## src/rtl/face_classifier_mul_arb.sv

```systemverilog
// Round-robin arbiter sharing one signed multiplier among NUM_REQ requesters.
// The operand stage drives the multiplier and the response stage captures its product.
module face_classifier_mul_arb #(
  parameter int NUM_REQ    = 4,
  parameter int DATA_WIDTH = 12,
  parameter int ID_WIDTH   = 2
) (
  input  logic                          ap_clk,
  input  logic                          ap_rst,
  input  logic [NUM_REQ-1:0]            req_valid,
  output logic [NUM_REQ-1:0]            req_ready,
  input  logic [NUM_REQ*DATA_WIDTH-1:0] req_a,
  input  logic [NUM_REQ*DATA_WIDTH-1:0] req_b,
  output logic [DATA_WIDTH-1:0]         mul_din0,
  output logic [DATA_WIDTH-1:0]         mul_din1,
  input  logic [DATA_WIDTH-1:0]         mul_dout,
  output logic                          rsp_valid,
  input  logic                          rsp_ready,
  output logic [DATA_WIDTH-1:0]         rsp_p,
  output logic [ID_WIDTH-1:0]           rsp_id,
  output logic                          busy
);

  logic                  s1_valid_q;
  logic [DATA_WIDTH-1:0] s1_a_q, s1_b_q;
  logic [ID_WIDTH-1:0]   s1_id_q;
  logic                  rsp_valid_q;
  logic [DATA_WIDTH-1:0] rsp_p_q;
  logic [ID_WIDTH-1:0]   rsp_id_q;
  logic [ID_WIDTH-1:0]   ptr_q, ptr_d;

  logic                  s2_free, s1_free;
  logic                  grant_found, grant_en;
  logic [ID_WIDTH-1:0]   grant_id;
  logic [DATA_WIDTH-1:0] sel_a, sel_b;

  assign s2_free = !rsp_valid_q || rsp_ready;
  assign s1_free = !s1_valid_q || s2_free;

  // Scan ptr, ptr+1, ... modulo NUM_REQ; first valid requester wins.
  always_comb begin
    int j;
    grant_found = 1'b0;
    grant_id    = '0;
    j           = 0;
    for (int k = 0; k < NUM_REQ; k++) begin
      j = int'(ptr_q) + k;
      if (j >= NUM_REQ) j = j - NUM_REQ;
      for (int i = 0; i < NUM_REQ; i++) begin
        if (i == j && !grant_found && req_valid[i]) begin
          grant_found = 1'b1;
          grant_id    = ID_WIDTH'(i);
        end
      end
    end
  end

  assign grant_en  = s1_free && !ap_rst && grant_found;
  assign req_ready = grant_en ? (NUM_REQ'(1) << grant_id) : '0;
  assign ptr_d     = (grant_id == ID_WIDTH'(NUM_REQ - 1)) ? '0 : grant_id + ID_WIDTH'(1);

  always_comb begin
    sel_a = '0;
    sel_b = '0;
    for (int i = 0; i < NUM_REQ; i++) begin
      if (grant_id == ID_WIDTH'(i)) begin
        sel_a = req_a[i*DATA_WIDTH +: DATA_WIDTH];
        sel_b = req_b[i*DATA_WIDTH +: DATA_WIDTH];
      end
    end
  end

  always_ff @(posedge ap_clk) begin
    if (ap_rst) begin
      s1_valid_q  <= 1'b0;
      s1_a_q      <= '0;
      s1_b_q      <= '0;
      s1_id_q     <= '0;
      rsp_valid_q <= 1'b0;
      rsp_p_q     <= '0;
      rsp_id_q    <= '0;
      ptr_q       <= '0;
    end else begin
      if (s1_free) begin
        if (grant_en) begin
          s1_valid_q <= 1'b1;
          s1_a_q     <= sel_a;
          s1_b_q     <= sel_b;
          s1_id_q    <= grant_id;
          ptr_q      <= ptr_d;
        end else begin
          s1_valid_q <= 1'b0;
        end
      end
      // s2_free implies s1_free, so S1 and S2 shift together.
      if (s2_free) begin
        rsp_valid_q <= s1_valid_q;
        rsp_p_q     <= mul_dout;
        rsp_id_q    <= s1_id_q;
      end
    end
  end

  assign mul_din0  = s1_a_q;
  assign mul_din1  = s1_b_q;
  assign rsp_valid = rsp_valid_q;
  assign rsp_p     = rsp_p_q;
  assign rsp_id    = rsp_id_q;
  assign busy      = s1_valid_q || rsp_valid_q;

endmodule

```

## config.mk

```make
export PLATFORM = sky130hd
export DESIGN_NAME = face_classifier_mul_arb
export DESIGN_NICKNAME = d
export VERILOG_FILES = /design/src/rtl/face_classifier_mul_arb.sv
export SDC_FILE = /design/constraint.sdc
export NUM_CORES = 1
export LEC_CHECK = 0
export CORE_MARGIN = 2
export CORE_UTILIZATION = 32
export CTS_CLUSTER_SIZE = 40
export DETAILED_ROUTE_END_ITERATION = 16
export PLACE_DENSITY = 0.87
export SYNTH_ARGS = -nofsm -noshare
export SYNTH_HDL_FRONTEND = slang
export SYNTH_SLANG_ARGS = --single-unit
```

## constraint.sdc

```tcl
create_clock -name ap_clk -period 2.6 [get_ports ap_clk]
set_input_delay 0.26 -clock ap_clk [delete_from_list [all_inputs] [get_ports ap_clk]]
set_output_delay 0.26 -clock ap_clk [all_outputs]
set_load 0.005 [all_outputs]
```

==> flow_metrics.tcl <==
set metrics [dict create \
    outcome "completed" \
    antenna_found_initial 0 \
    ys_seq_area_frac 0.395 \
    synth-main-ff-cell "dfxtp_1" \
    cts_max_level 2 \
    min_period_ns 2.49 \
    tritoncts "built" \
    swShare 0.311 \
    hpwl_mm 6.52 \
    start_util 0.330 \
    grt_usage 0.208 \
    startpoint_type "input pin" \
    crit_fanout 4 \
    numCtsBuffers 5 \
    drc 0 \
    cts_hold_buf 0 \
    crit_top_cell "clkdlybuf4s50_1" \
    setup_viol 0 \
    synth_edf_count 0 \
    io_pins 159 \
    p_leak_uw 0.00160 \
    clk_transition_reported_paths_ns 0.09 \
    max_freq_mhz 402 \
    routed_wl_mm 8.31 \
    dp_cells 513 \
    cp.required_ns 2.34 \
    fillerInstances 607 \
    switching_power_uw 858 \
    intPower_uw 1900 \
    worst_hold_path_type "input pin to register" \
    syn_area_per_cell_sq_um 8.00 \
    finalMaxSlewViolations 0 \
    synthArstFlopShare 0 \
    synth_commonest_cells "nand2_1 (54), dfxtp_1 (44), a21oi_1 (42)" \
    slew_headroom 0.672 \
    clk_path_buf_depth 2 \
    multi_input_area_sq_mm 0.00121 \
    grt_pass1_wl_mm 12.5 \
    num_antenna_cells 0 \
    gp_congestion 0.793 \
    firstDrtPassIters 4 \
    yosysTopAreaCellShare 0.395 \
    p_clk_frac 0.201 \
    rows 30 \
    arrival_ns 2.23 \
    grt_remaining_overflow 0 \
    coreArea_sq_mm 0.00676 \
    synth-warning-count 0 \
    synth.area.top_cells "dfxtp_1 (39%), a21oi_1 (9.4%), nand2_1 (9.1%)" \
    synth_most_common_cell "nand2_1" \
    preCtsSetupSlack_ns -0.128 \
    crit_chain "clkdlybuf4s50_1, inv_1, a22o_1, a211oi_2, buf_4, ha_2, and2_1, clkdlybuf4s50_1" \
    synth-seq-cells 44 \
    worst_slack_ns 0.110 \
    synth.largest_area_cell "dfxtp_1" \
    hold_viol_final 0 \
    fin_crit_sh 0.958 \
    critPathMaxStageDelay_ns 0.50 \
    power_density_mw_per_mm2 670 \
    clk_latency_ns 0.30 \
    seqCellArea_sq_um 882 \
    wire_per_inst_um 15.9 \
    seqPwrFrac 0.322 \
    ys_types 31 \
    port_buffers 158 \
    design_area_sq_mm 0.00412 \
    ant_nets 0 \
    dpl-instance-area_sq_mm 0.00396 \
    fin_cells 523 \
    grt_pass1_vias 2701 \
    syn-cell-area_sq_mm 0.00223 \
    clock_sinks 44 \
    die_x_um 87.5 \
    first_iter_violations 88 \
    syn2layout_area_growth_pct 84.5 \
    synth_nets 398 \
    tightestPinTransition_ns 0.492 \
    netlist_instances 279 \
    rsz0062_at_grt "no" \
    root_buffer "clkbuf_8" \
    p_comb_frac 0.477 \
    vias 2752 \
    nNetsFinal 561 \
    grt_max_degree 35 \
    die_area_sq_mm 0.00766 \
    maxCapViolCount 0 \
    peakVddDrop_uv 380 \
    via_per_inst 5.26 \
    clock_skew_ns 0.00962 \
    endpoint_kind "primary output" \
    crit_slowest_cell "clkdlybuf4s50_1" \
    die_h_um 87.5 \
    drive_gt1_frac 0.0971 \
    crit_type "input pin to primary output" \
]
-- worst max-delay path, delay by kind of cell --
kind / cells / cell delay [ns]
AO/OA/AOI/OAI: 2 / 0.38
AND/OR/NAND/NOR: 1 / 0.16
buffers and inverters: 4 / 1.19
adder cells (fa/ha/maj): 1 / 0.23
-- cell usage in the layout (no fill, tap or decap), types with 2 or more instances in the layout --
master and count:
o22ai_1 23, o21ai_1 2, nand2_1 54, nand3_1 3, clkdlybuf4s50_1 155, dlymetal6s2s_1 2
clkbuf_8 6, ha_2 2, nor2b_4 2, a21oi_1 42, ha_1 2, nor2_1 6
dfxtp_1 43, or3_1 23, nand2b_1 5, and2_1 3, buf_4 21, a221oi_1 23
inv_1 5, buf_12 2, or2_2 2
-- final timing paths --
| check | from | end | slack (ns) | cells past startpoint |
|---|---|---|---|---|
| min | ap_rst | ptr_q[1]$_SDFFE_PP0P_ | 0.27 | 2 |
| min reg2reg | rsp_p[0]$_SDFFE_PP0P_ | rsp_p[0]$_SDFFE_PP0P_ | 0.45 | 2 |
| max reg2reg | ptr_q[0]$_SDFFE_PP0P_ | mul_din0[2]$_SDFFE_PP0P_ | 0.20 | 11 |
| max | req_valid[3] | req_ready[1] | 0.11 | 8 |
-- registers in the layout, summed over array words and instances, names as in the netlist --
name and cells:
mul_din0 12, mul_din1 12, rsp_p 12, ptr_q 2
rsp_id 2, s1_id_q 2, rsp_valid 1, s1_valid_q 1
-- final cells by class --
type	instances	area share
clock buffers	6	0.0200
clock inverters	2	0.00942
inverters	6	0.00547
multi-input cells	204	0.295
flip-flops and latches	44	0.214
well taps	80	0.0243
repair buffers	181	0.432
-- power groups by stage --
stage	Combinational [uW]	Clock [uW]	Sequential, uW
after floorplan	605	0	900
after global placement	1270	0	895
after detailed placement	1290	0	901
after CTS	1310	570	888
after global routing	1430	591	906
final	1320	554	889
-- what timing repair did --
item,4_1_cts,5_1_grt
setup buffers,1,1
gates resized for setup,2,5
endpoints found under the hold margin,0,0
endpoints found under the setup margin,2,3
-- layer usage --
layer	wire length, um	share of wire	track usage
met4	151	0.018	0.0657
met1	3150	0.38	0.225
met3	686	0.083	0.0635
met5	0	0	0
met2	4320	0.52	0.387
-- kinds of logic after synthesis --
family	synth area share
adders and majority gates	0.0224
AOI/OAI and AO/OA	0.288
muxes	0.00448
and+or+nand+nor	0.221
DFF	0.395
buffers and inverters	0.0689
-- through the flow --
step | total power, uW | utilization | hold WS, ns | TNS (ns)
global placement | 2160 | 0.586 | 0.437 | -1.36
detailed placement | 2200 | 0.586 | 0.443 | -1.60
floorplan | 1510 | - | 0.400 | 0
CTS | 2770 | 0.606 | 0.265 | 0
finish | 2760 | 0.610 | 0.273 | 0
global route | 2930 | 0.610 | 0.280 | 0
No activity file was read; power rests on OpenSTA's default activity.
